File: src/rtl/lsu_ctrl_if.sv
// Bundles the CPU request/response channel and the data_mem word port of lsu_ctrl.
// slave = controller side, master = CPU/memory environment side.
interface lsu_ctrl_if #(
    parameter int ADDR_W = 11
);
    logic              req_valid;
    logic              req_ready;
    logic              req_we;
    logic [1:0]        req_size;
    logic              req_unsigned;
    logic [31:0]       req_addr;
    logic [31:0]       req_wdata;
    logic              resp_valid;
    logic [31:0]       resp_rdata;
    logic              misalign;
    logic              mem_write;
    logic              mem_read;
    logic [ADDR_W-1:0] mem_addr;
    logic [31:0]       mem_wdata;
    logic [31:0]       mem_rdata;

    modport slave (
        input  req_valid, req_we, req_size, req_unsigned, req_addr, req_wdata, mem_rdata,
        output req_ready, resp_valid, resp_rdata, misalign,
               mem_write, mem_read, mem_addr, mem_wdata
    );

    modport master (
        output req_valid, req_we, req_size, req_unsigned, req_addr, req_wdata, mem_rdata,
        input  req_ready, resp_valid, resp_rdata, misalign,
               mem_write, mem_read, mem_addr, mem_wdata
    );
endinterface

File: src/rtl/lsu_ctrl.sv
// Load/store controller: byte/half/word requests onto a single-word data_mem port.
// Define LSU_MISALIGN_TRAP_EN to trap misaligned half/word requests instead of aligning them.
module lsu_ctrl #(
    parameter int ADDR_W = 11
) (
    input logic       clk,
    input logic       rst_n,
    lsu_ctrl_if.slave bus
);

    typedef enum logic [2:0] {
        IDLE,
        READ,
        RMW_RD,
        RMW_WR,
        WRITE,
        RESP
    } state_t;

    state_t            state, next_state;
    logic              uns_q;
    logic [1:0]        size_q;
    logic [1:0]        off_q;
    logic [31:0]       wdata_q;
    logic [ADDR_W-1:0] addr_q;
    logic [31:0]       mem_wdata_q;
    logic [31:0]       rdata_q;
    logic              mis_q;
    logic              accept;
    logic              is_word;
    logic              bad_align;
    logic              unused_addr_bits;

    assign accept           = bus.req_valid && (state == IDLE);
    assign is_word          = bus.req_size[1];
    assign unused_addr_bits = ^bus.req_addr[31:ADDR_W+2];

`ifdef LSU_MISALIGN_TRAP_EN
    assign bad_align = is_word ? (bus.req_addr[1:0] != 2'b00)
                               : (bus.req_size[0] && bus.req_addr[0]);
`else
    assign bad_align = 1'b0;
`endif

    // Lane selection ignores addr[0] for halves, so non-trapping alignment is implicit here.
    function automatic logic [31:0] merge_word(input logic [31:0] old, input logic [1:0] off,
                                               input logic [1:0] size, input logic [31:0] wd);
        logic [31:0] w;
        w = old;
        if (size == 2'b00)
            w[{off, 3'b000} +: 8] = wd[7:0];
        else
            w[{off[1], 4'b0000} +: 16] = wd[15:0];
        return w;
    endfunction

    function automatic logic [31:0] extract(input logic [31:0] word, input logic [1:0] off,
                                            input logic [1:0] size, input logic uns);
        logic [7:0]  b;
        logic [15:0] h;
        logic [31:0] r;
        b = word[{off, 3'b000} +: 8];
        h = word[{off[1], 4'b0000} +: 16];
        case (size)
            2'b00:   r = uns ? {24'h0, b} : {{24{b[7]}}, b};
            2'b01:   r = uns ? {16'h0, h} : {{16{h[15]}}, h};
            default: r = word;
        endcase
        return r;
    endfunction

    always_ff @(posedge clk) begin
        if (!rst_n) begin
            state       <= IDLE;
            uns_q       <= 1'b0;
            size_q      <= '0;
            off_q       <= '0;
            wdata_q     <= '0;
            addr_q      <= '0;
            mem_wdata_q <= '0;
            rdata_q     <= '0;
            mis_q       <= 1'b0;
        end else begin
            state <= next_state;
            if (accept) begin
                uns_q   <= bus.req_unsigned;
                size_q  <= bus.req_size;
                off_q   <= bus.req_addr[1:0];
                wdata_q <= bus.req_wdata;
                addr_q  <= bus.req_addr[ADDR_W+1:2];
                mis_q   <= bad_align;
                rdata_q <= '0;
                if (bus.req_we && is_word && !bad_align)
                    mem_wdata_q <= bus.req_wdata;
            end
            if (state == READ)
                rdata_q <= extract(bus.mem_rdata, off_q, size_q, uns_q);
            // The merge register doubles as the write-data register for the RMW_WR cycle.
            if (state == RMW_RD)
                mem_wdata_q <= merge_word(bus.mem_rdata, off_q, size_q, wdata_q);
            if (state == RESP)
                mis_q <= 1'b0;
        end
    end

    always_comb begin
        next_state    = state;
        bus.req_ready = 1'b0;
        bus.mem_read  = 1'b0;
        bus.mem_write = 1'b0;
        case (state)
            IDLE: begin
                bus.req_ready = 1'b1;
                if (bus.req_valid) begin
                    if (bad_align)        next_state = RESP;
                    else if (!bus.req_we) next_state = READ;
                    else if (is_word)     next_state = WRITE;
                    else                  next_state = RMW_RD;
                end
            end
            READ: begin
                bus.mem_read = rst_n;
                next_state   = RESP;
            end
            RMW_RD: begin
                bus.mem_read = rst_n;
                next_state   = RMW_WR;
            end
            RMW_WR: begin
                bus.mem_write = rst_n;
                next_state    = RESP;
            end
            WRITE: begin
                bus.mem_write = rst_n;
                next_state    = RESP;
            end
            RESP:    next_state = IDLE;
            default: next_state = IDLE;
        endcase
    end

    assign bus.resp_valid = (state == RESP);
    assign bus.resp_rdata = rdata_q;
    assign bus.misalign   = mis_q;
    assign bus.mem_addr   = addr_q;
    assign bus.mem_wdata  = mem_wdata_q;

endmodule
File: src/flat_wrapper.sv
// flat-port wrapper written by rule: the top's interface ports become plain ports
module lsu_ctrl_flat 
#(
    parameter int ADDR_W = 11
)
  (clk, rst_n, bus_req_valid, bus_req_we, bus_req_size, bus_req_unsigned, bus_req_addr, bus_req_wdata, bus_mem_rdata, bus_req_ready, bus_resp_valid, bus_resp_rdata, bus_misalign, bus_mem_write, bus_mem_read, bus_mem_addr, bus_mem_wdata);
  lsu_ctrl_if #(.ADDR_W(ADDR_W)) bus_i ();
  input logic clk;
  input logic rst_n;
  input wire logic [$bits(bus_i.req_valid)-1:0] bus_req_valid;
  input wire logic [$bits(bus_i.req_we)-1:0] bus_req_we;
  input wire logic [$bits(bus_i.req_size)-1:0] bus_req_size;
  input wire logic [$bits(bus_i.req_unsigned)-1:0] bus_req_unsigned;
  input wire logic [$bits(bus_i.req_addr)-1:0] bus_req_addr;
  input wire logic [$bits(bus_i.req_wdata)-1:0] bus_req_wdata;
  input wire logic [$bits(bus_i.mem_rdata)-1:0] bus_mem_rdata;
  output wire logic [$bits(bus_i.req_ready)-1:0] bus_req_ready;
  output wire logic [$bits(bus_i.resp_valid)-1:0] bus_resp_valid;
  output wire logic [$bits(bus_i.resp_rdata)-1:0] bus_resp_rdata;
  output wire logic [$bits(bus_i.misalign)-1:0] bus_misalign;
  output wire logic [$bits(bus_i.mem_write)-1:0] bus_mem_write;
  output wire logic [$bits(bus_i.mem_read)-1:0] bus_mem_read;
  output wire logic [$bits(bus_i.mem_addr)-1:0] bus_mem_addr;
  output wire logic [$bits(bus_i.mem_wdata)-1:0] bus_mem_wdata;
  assign bus_i.req_valid = bus_req_valid;
  assign bus_i.req_we = bus_req_we;
  assign bus_i.req_size = bus_req_size;
  assign bus_i.req_unsigned = bus_req_unsigned;
  assign bus_i.req_addr = bus_req_addr;
  assign bus_i.req_wdata = bus_req_wdata;
  assign bus_i.mem_rdata = bus_mem_rdata;
  assign bus_req_ready = bus_i.req_ready;
  assign bus_resp_valid = bus_i.resp_valid;
  assign bus_resp_rdata = bus_i.resp_rdata;
  assign bus_misalign = bus_i.misalign;
  assign bus_mem_write = bus_i.mem_write;
  assign bus_mem_read = bus_i.mem_read;
  assign bus_mem_addr = bus_i.mem_addr;
  assign bus_mem_wdata = bus_i.mem_wdata;
  lsu_ctrl #(.ADDR_W(ADDR_W)) u_core (.clk(clk), .rst_n(rst_n), .bus(bus_i));
endmodule
File: config.mk
export PLATFORM = sky130hd
export DESIGN_NAME = lsu_ctrl_flat
export DESIGN_NICKNAME = d
export VERILOG_FILES = /design/src/rtl/lsu_ctrl_if.sv /design/src/rtl/lsu_ctrl.sv /design/src/flat_wrapper.sv
export SDC_FILE = /design/constraint.sdc
export NUM_CORES = 1
export LEC_CHECK = 0
export BUFFER_PORTS_ARGS = -buffer_cell sky130_fd_sc_hd__buf_4
export CAP_MARGIN = 5
export CORE_MARGIN = 2
export CORE_UTILIZATION = 55
export CTS_CLUSTER_SIZE = 14
export DETAILED_ROUTE_END_ITERATION = 8
export PLACE_DENSITY_LB_ADDON = 0.3
export SLEW_MARGIN = 15
export SYNTH_ARGS = -nofsm -noshare
export SYNTH_HDL_FRONTEND = slang
export SYNTH_SLANG_ARGS = --single-unit
export TNS_END_PERCENT = 30
File: constraint.sdc
create_clock -name clk -period 8.15 [get_ports clk]
set_clock_uncertainty 0.05 [all_clocks]
set_input_delay 1.63 -clock clk [delete_from_list [all_inputs] [get_ports clk]]
set_output_delay 1.63 -clock clk [all_outputs]
set_load 0.005 [all_outputs]
==> impl_metrics.ini, run 1 <==
[route]
via_per_inst = 5.93
drc = 0
antenna_left = 0
wl_per_cell_microns = 17.8
num_vias = 5718
drt_iter0_markers = 484
drt_first_pass_iters = 7
finalWirelength_mm = 17.2

[clock_tree]
numClockSinks = 99
root_buffer = clkbuf_8
cts.clk_slew.worst_paths_ns = 0.10
cts_resized = 0
cts_setup_buffers = 0
clock_latency_ns = 0.38
numCtsBuffers = 9
cts_tree = done
cts_hold_buf = 0
clk_path_buf_depth = 2
htreeDepth = 3

[critical_path]
cp_cell_sequence = buf_4, nor3b_1, buf_4
critPathMaxStageDelay_ns = 0.45
crit_path_start_kind = input port
crit_path_max_fanout = 72
cp_data_arrival_time_ns = 2.50
end_kind = output pin
cp_slowest_cell = buf_4
worstPathRequired_ns = 6.47
cp_top_family = buffers and inverters
cp_num_buf_inv = 2
crit_type = input port to output pin
cp_common_cell = buf_4

[cells_and_area]
fillCellCount = 776
multiInputGateArea_sq_um = 2980
seqCellArea_sq_um = 1980
insertedDiodeCount = 0
layout_commonest_cell = buf_4
final_area_sq_um = 6750
area_delta_synth_final_pct = 25.9
final_cell_mix = buf_4, nand2_1, dfxtp_1
nNetsFinal = 935
final_layout_size_suffix_gt1_share_pct = 23.6

[sta]
tightest_slew_ns = 0.973
setup_viol = 0
hold_viol = 0
fin_crit_sh_pct = 51.3
maxSlewHeadroom_pct = 34.9
max_freq_ghz = 0.239
fin_ws_ns = 3.97
fin_setup_tns_ns = 0
rsz0062_at_grt = no
slew_viol_final = 0
min_period_ns = 4.18
holdWs_ns = 0.414

[logic_synthesis]
ys_warn_count = 0
syn-cell-area_sq_um = 5360
ys_types = 47
synth-seq-area-share_pct = 37.0
synthCells = 712
synth_nets = 820
synth_flop_cell = dfxtp_1
synth-edff-count = 0
synth-seq-cells = 99
synth-async-reset-ratio_pct = 0
syn_avg_cell_area_sq_um = 7.53

[run]
max_cap_viol_count = 0

[global_routing]
grt_pass1_vias = 4994
grt.total_usage_pct = 31.5
antenna_found_initial = 0
grt_start_max_net_pins = 73
grt-ovfl-total = 0
grt_first_pass_wirelength_mm = 25.8

[place]
portBuffers = 162
dpl_cell_area_sq_um = 6530
place_ws_ns = 3.95
place_congestion = 0.910
dp_hpwl_mm = 12.3

[power_and_ir_drop]
vdd_drop_max_v = 0.000115
clkPwrFrac_pct = 26.9
powerDensity_nw_per_um2 = 180
sw_frac_of_total_pct = 32.7
p_switching_uw = 397
p_total_uw = 1210
p_int_uw = 816
combPwrFrac_pct = 26.5
cellLeakagePower_uw = 0.00279
seqPwrFrac_pct = 46.6

[die]
fp.dieH_microns = 103
io_pins = 183
die-area_sq_um = 10600
die_x_microns = 103
start_util_pct = 55.9
core_region_area_sq_um = 9590
rows = 36

[hold_path]
worstHoldPathType = register to register

[outcome]
outcome = complete, no violations
[area by class of cell]
class / count / area share [%]
multi-input cells: 510 / 44.1
clock buffers: 9 / 1.84
flip-flops and latches: 99 / 29.4
inverters: 38 / 2.11
well taps: 133 / 2.47
repair buffers: 169 / 18.9
clock inverters: 7 / 1.15
[power by group through the flow]
stage	logic [uW]	clock network [uW]	registers (uW)
after floorplan	186	0	564
after global placement	304	0	573
after detailed placement	313	0	575
after CTS	314	328	564
after global routing	353	346	570
final	321	326	566
[metal layers]
metal	up-vias	global-route usage (%)	share of wire (%)
li1	2754	-	-
met1	2675	42.3	43
met2	254	50.7	47
met3	35	4.88	7.4
met4	0	13.1	2.5
met5	-	0	0
[tightest hold or removal path, stage by stage (launching register included)]
cell,delay [ns]
dfxtp_1,0.34
nand2_1,0.05
o21ai_0,0.05
[stage by stage]
step	std cells	util [%]
finish	965	70.3
global route	965	70.3
CTS	964	70.1
detailed placement	948	68.0
global placement	948	68.0
floorplan	712	-
[state kept, by name, summed over array words and instances, names as in the netlist]
signal and cells:
u_core.bus.mem_wdata 32, u_core.wdata_q 16, u_core.size_q 2, u_core.state 3, u_core.uns_q 1, u_core.off_q 2
u_core.bus.mem_addr 11, u_core.bus.resp_rdata 32
[path summary, 6_finish.rpt]
path | start | end | slack [ns] | cells past startpoint
hold reg to reg | u_core.bus.resp_rdata[19]$_SDFFE_PN0P_ | u_core.bus.resp_rdata[19]$_SDFFE_PN0P_ | 0.41 | 2
hold / removal | u_core.bus.resp_rdata[19]$_SDFFE_PN0P_ | u_core.bus.resp_rdata[19]$_SDFFE_PN0P_ | 0.41 | 2
setup reg to reg | u_core.off_q[0]$_SDFFE_PN0P_ | u_core.bus.mem_wdata[1]$_SDFFE_PN0P_ | 4.91 | 6
setup / recovery | rst_n | bus_mem_read | 3.97 | 3
[cells by family after synthesis]
family,Yosys count,share of synthesized area [%]
AOI/OAI and AO/OA,278,31.5
muxes,36,7.00
xor gates and xnor gates,1,0.163
buffers and inverters,103,7.61
adders and majority gates,5,1.17
DFF,99,37.0
and+or+nand+nor,189,15.6
other,1,0.0699
[synth_stat cells, types with 4 or more instances]
cell	count	area share (%)
clkbuf_1	50	3.5
mux2i_1	33	6.2
nand3_1	8	0.75
nand3b_1	8	1.1
nor4_1	8	0.93
a21oi_1	44	4.1
dfxtp_1	99	37
a21boi_0	32	4.5
inv_1	38	2.7
o22ai_1	17	2.0
a211o_1	7	1.1
buf_2	5	0.47
buf_1	6	0.42
buf_4	4	0.56
nor2_1	11	0.77
a221oi_1	7	1.1
a211oi_1	7	0.98
o21ai_1	28	2.6
o21ai_0	86	8.0
nand2_1	138	9.7
a31oi_1	33	3.9
a222oi_1	7	1.3
ha_1	5	1.2
(Power assumes the default switching activity.)
==> run 2, diff against run 1 <==
- CORE_UTILIZATION: 55 -> 51
- clock period: 8.15 -> 4.07 ns (I/O delays scaled with it)
==> run 2 against run 1 <==
Routed wire length is 2.2% lower. First-iteration DRC count is 19% higher. Via count is 1.5% lower. Cell count is 0.52% higher. Register-to-register slack worse by 3.7 ns. Largest cell class unchanged. Largest power group unchanged. Highest routed layer unchanged.
==> impl_metrics.ini, run 2 (synthesis results as in run 1) <==
[clock_tree]
root_buffer = clkbuf_8
clk_path_buf_depth = 2
numCtsBuffers = 9
cts_tree = done
clock_latency_ns = 0.38
htreeDepth = 3
cts_resized = 0
numClockSinks = 99
cts_setup_buffers = 0
cts.clk_slew.worst_paths_ns = 0.09
cts_hold_buf = 0

[die]
die_x_microns = 107
rows = 37
io_pins = 183
core_region_area_sq_um = 10300
die-area_sq_um = 11300
start_util_pct = 52.2
fp.dieH_microns = 107

[sta]
setup_viol = 0
holdWs_ns = 0.414
fin_crit_sh_pct = 69.8
min_period_ns = 2.84
hold_viol = 0
rsz0062_at_grt = no
maxSlewHeadroom_pct = 30.4
max_freq_ghz = 0.352
fin_ws_ns = 1.23
tightest_slew_ns = 1.04
slew_viol_final = 0
fin_setup_tns_ns = 0

[critical_path]
reg2reg_depth = 7
crit_path_start_kind = register
cp_data_arrival_time_ns = 3.10
crit_path_max_fanout = 18
crit_type = register to register
end_kind = register
worstPathRequired_ns = 4.33
worstReg2RegStart = u_core.off_q[0]$_SDFFE_PN0P_
r2r_slack_ns = 1.23
worstReg2RegEnd = u_core.bus.mem_wdata[4]$_SDFFE_PN0P_

[global_routing]
grt_start_max_net_pins = 73
grt.total_usage_pct = 29.6
grt_first_pass_wirelength_mm = 26.5
grt_pass1_vias = 5026
grt-ovfl-total = 0
antenna_found_initial = 0

[hold_path]
min_path_cells = 2
min_to = u_core.bus.resp_rdata[31]$_SDFFE_PN0P_
hp-start = u_core.bus.resp_rdata[31]$_SDFFE_PN0P_
worstHoldPathType = register to register

[cells_and_area]
final_cell_mix = buf_4, nand2_1, dfxtp_1
nNetsFinal = 937
layout_commonest_cell = buf_4
area_delta_synth_final_pct = 26.9
final_layout_size_suffix_gt1_share_pct = 23.4
insertedDiodeCount = 0
fillCellCount = 932

[route]
routed-wl-met2_mm = 7.85
wl_per_cell_microns = 17.3
finalWirelength_mm = 16.8
num_vias = 5634
via_per_inst = 5.81
antenna_left = 0
drt_first_pass_iters = 5
drc = 0
routed.top_layer = met4
drt_iter0_markers = 576
wl_met3_mm = 1.15
wirelength_met1_mm = 7.38

[place]
dp_hpwl_mm = 12.2
place_ws_ns = 1.25
place_congestion = 0.889
portBuffers = 162

[power_and_ir_drop]
vdd_drop_max_v = 0.000234
cellLeakagePower_uw = 0.00282
powerDensity_nw_per_um2 = 375

[outcome]
outcome = complete, no violations

[run]
max_cap_viol_count = 0
==> run 2: metal layers <==
metal	vias up	global-route usage, %
met5	-	0
met4	0	10.9
met3	33	4.78
met2	249	47.1
met1	2588	40.6
li1	2764	-
==> run 2: worst max-delay path by stage <==
stage,from,to,cells after the start
after CTS,u_core.off_q[0]$_SDFFE_PN0P_,u_core.bus.mem_wdata[3]$_SDFFE_PN0P_,7
after global routing,u_core.off_q[0]$_SDFFE_PN0P_,u_core.bus.mem_wdata[0]$_SDFFE_PN0P_,7
final,u_core.off_q[0]$_SDFFE_PN0P_,u_core.bus.mem_wdata[4]$_SDFFE_PN0P_,7
after floorplan,u_core.off_q[1]$_SDFFE_PN0P_,u_core.bus.mem_wdata[15]$_SDFFE_PN0P_,10
after global placement,bus_req_valid,u_core.bus.mem_wdata[12]$_SDFFE_PN0P_,7
after detailed placement,bus_req_valid,u_core.bus.mem_wdata[11]$_SDFFE_PN0P_,7
==> run 2: area by class of cell <==
type                            instances  area, sq um  area share, %
Timing Repair Buffer                  171         1280           18.9
Tap cell                              136          170           2.50
Sequential cell                        99         1980           29.2
Multi-Input combinational cell        510         2970           43.7
Inverter                               38          143           2.10
Clock inverter                          5          108           1.58
Clock buffer                           11          141           2.08
==> run 2: critical path, cell delays in order, from the launching register on <==
cell,delay (ns)
dfxtp_1,0.77
inv_1,0.22
ha_1,0.56
nor4bb_1,0.38
buf_4,0.22
a221oi_1,0.08
a211o_1,0.32
a31oi_1,0.16
==> run 2: per-stage QoR <==
stage	instance area [sq um]	power (uW)	std cells	util [%]
3_5_place_dp	6550	1790	954	63.7
6_report	6800	2550	970	66.2
5_1_grt	6800	2690	970	66.2
3_3_place_gp	6550	1760	954	63.7
4_1_cts	6800	2550	970	66.2
2_1_floorplan	5360	1500	712	-
==> run 2: report_power, final <==
part | switching, uW | internal (uW) | leakage [uW]
clock network | 350 | 429 | 0.000124
logic | 347 | 293 | 0.00189
registers | 76.8 | 1050 | 0.000809
==> run 3, diff against run 2 <==
- CORE_UTILIZATION: 51 -> 46
- clock period: 4.07 -> 2.4 ns (I/O delays scaled with it)
==> run 3 against run 2 <==
First-iteration DRC count fell by 15%. Total power grew 78%. Register-to-register slack worse by 0.97 ns. Largest cell class unchanged. Core utilization shrank 5.0 points. Worst hold slack lost 0.088 ns. Die area is 10% higher. Worst setup slack worse by 0.97 ns. Critical path type unchanged. Critical path depth is the same. Sequential power grew 70%. Largest power group unchanged. Flip-flop and latch count unchanged. Count of clock-buffer cells in the layout unchanged.
==> impl_metrics.ini, run 3 (synthesis results as in run 1) <==
[sta]
min_period_ns = 2.14
fin_setup_tns_ns = 0
tightest_slew_ns = 0.541
fin_ws_ns = 0.260
maxSlewHeadroom_pct = 63.9
slew_viol_final = 0
setup_viol = 0
fin_crit_sh_pct = 89.2
max_freq_ghz = 0.467
hold_viol = 0
rsz0062_at_grt = no

[power_and_ir_drop]
sw_frac_of_total_pct = 30.5
cellLeakagePower_uw = 0.00292
seqPwrFrac_pct = 42.4
vdd_drop_max_v = 0.000488
p_int_uw = 3150
powerDensity_nw_per_um2 = 649
p_total_uw = 4540
p_switching_uw = 1380
combPwrFrac_pct = 25.2
clkPwrFrac_pct = 32.5

[critical_path]
worstReg2RegEnd = u_core.bus.mem_wdata[0]$_SDFFE_PN0P_
reg2reg_depth = 7
critPathCapture = u_core.bus.mem_wdata[0]$_SDFFE_PN0P_
r2r_slack_ns = 0.26
cp_data_arrival_time_ns = 2.37
cp-startpoint = u_core.off_q[0]$_SDFFE_PN0P_
crit_path_start_kind = register
crit_type = register to register
crit_path_max_fanout = 11
worstReg2RegStart = u_core.off_q[0]$_SDFFE_PN0P_
end_kind = register
worstPathRequired_ns = 2.63

[clock_tree]
cts_hold_buf = 0
cts_setup_buffers = 0
htreeDepth = 3
clock_latency_ns = 0.35
cts.clk_slew.worst_paths_ns = 0.07
cts_tree = done
cts_resized = 0
numClockSinks = 99
root_buffer = clkbuf_16
clk_path_buf_depth = 2
numCtsBuffers = 9

[cells_and_area]
nNetsFinal = 950
insertedDiodeCount = 0
instances_no_fill = 990
area_delta_synth_final_pct = 30.4
final_layout_size_suffix_gt1_share_pct = 24.4
final_cell_mix = buf_4, nand2_1, dfxtp_1
fillCellCount = 1050
layout_commonest_cell = buf_4

[place]
portBuffers = 162
place_congestion = 0.919
place_ws_ns = 0.280
dp_cells = 974
dp_hpwl_mm = 13.0

[route]
via_per_inst = 5.76
finalWirelength_mm = 17.9
antenna_left = 0
drt_first_pass_iters = 6
drc = 0
drt_iter0_markers = 488
wl_per_cell_microns = 18.1
num_vias = 5707

[hold_path]
worstHoldPathType = input port to register

[die]
die_x_microns = 112
core_region_area_sq_um = 11400
rows = 39
io_pins = 183
start_util_pct = 47.0
fp.dieH_microns = 112
die-area_sq_um = 12500

[outcome]
outcome = complete, no violations

[global_routing]
grt_pass1_vias = 5288
antenna_found_initial = 0
grt.total_usage_pct = 28.1
grt_first_pass_wirelength_mm = 28.0
grt_start_max_net_pins = 66
grt-ovfl-total = 0

[run]
max_cap_viol_count = 0
run 3: area by class of cell:
type	count	area (sq um)	area share (%)
multi-input combinational	510	2970	42.5
sequential	99	1980	28.4
timing repair buffer	184	1420	20.3
clock buffer	11	243	3.47
tap	143	179	2.56
inverter	38	143	2.04
clock inverter	5	52.6	0.752
run 3: power groups by stage:
| stage | registers [uW] | logic, uW | clock network, uW |
|---|---|---|---|
| 2_1_floorplan | 1920 | 633 | 0 |
| 3_3_place_gp | 1950 | 1100 | 0 |
| 3_5_place_dp | 1950 | 1130 | 0 |
| 4_1_cts | 1920 | 1140 | 1490 |
| 5_1_grt | 1940 | 1250 | 1560 |
| 6_report | 1920 | 1140 | 1470 |
run 3: metrics by stage:
step	area [sq um]	hold slack [ns]	util, %
floorplan	5370	0.399	-
global placement	6700	0.386	58.6
detailed placement	6700	0.394	58.6
CTS	6990	0.322	61.2
finish	6990	0.326	61.2
global route	6990	0.339	61.2
run 3: routing by layer:
| metal | wire length [microns] | GRT usage, % | up-vias |
|---|---|---|---|
| li1 | - | - | 2798 |
| met1 | 7810 | 36.3 | 2646 |
| met2 | 8210 | 45.5 | 228 |
| met3 | 1400 | 7.08 | 35 |
| met4 | 514 | 10.7 | 0 |
| met5 | 0 | 0 | - |
run 3: worst min path at each step:
stage                                           startpoint                                endpoint  slack (ns)  depth (start not counted)
finish                                     bus_req_addr[9]     u_core.bus.mem_addr[7]$_SDFFE_PN0P_        0.33                          3
global route                               bus_req_addr[3]     u_core.bus.mem_addr[1]$_SDFFE_PN0P_        0.34                          3
CTS                                        bus_req_addr[9]     u_core.bus.mem_addr[7]$_SDFFE_PN0P_        0.32                          3
detailed placement  u_core.bus.resp_rdata[24]$_SDFFE_PN0P_  u_core.bus.resp_rdata[24]$_SDFFE_PN0P_        0.39                          2
global placement    u_core.bus.resp_rdata[26]$_SDFFE_PN0P_  u_core.bus.resp_rdata[26]$_SDFFE_PN0P_        0.39                          2
floorplan            u_core.bus.resp_rdata[0]$_SDFFE_PN0P_   u_core.bus.resp_rdata[0]$_SDFFE_PN0P_        0.40                          2
run 3: worst max-delay path, stage by stage (launching register included):
cell and delay [ns]:
dfxtp_1 0.35, inv_1 0.11, ha_1 0.45, nor4bb_1 0.33
buf_4 0.21, a221oi_1 0.09, a211o_1 0.30, a31oi_1 0.17
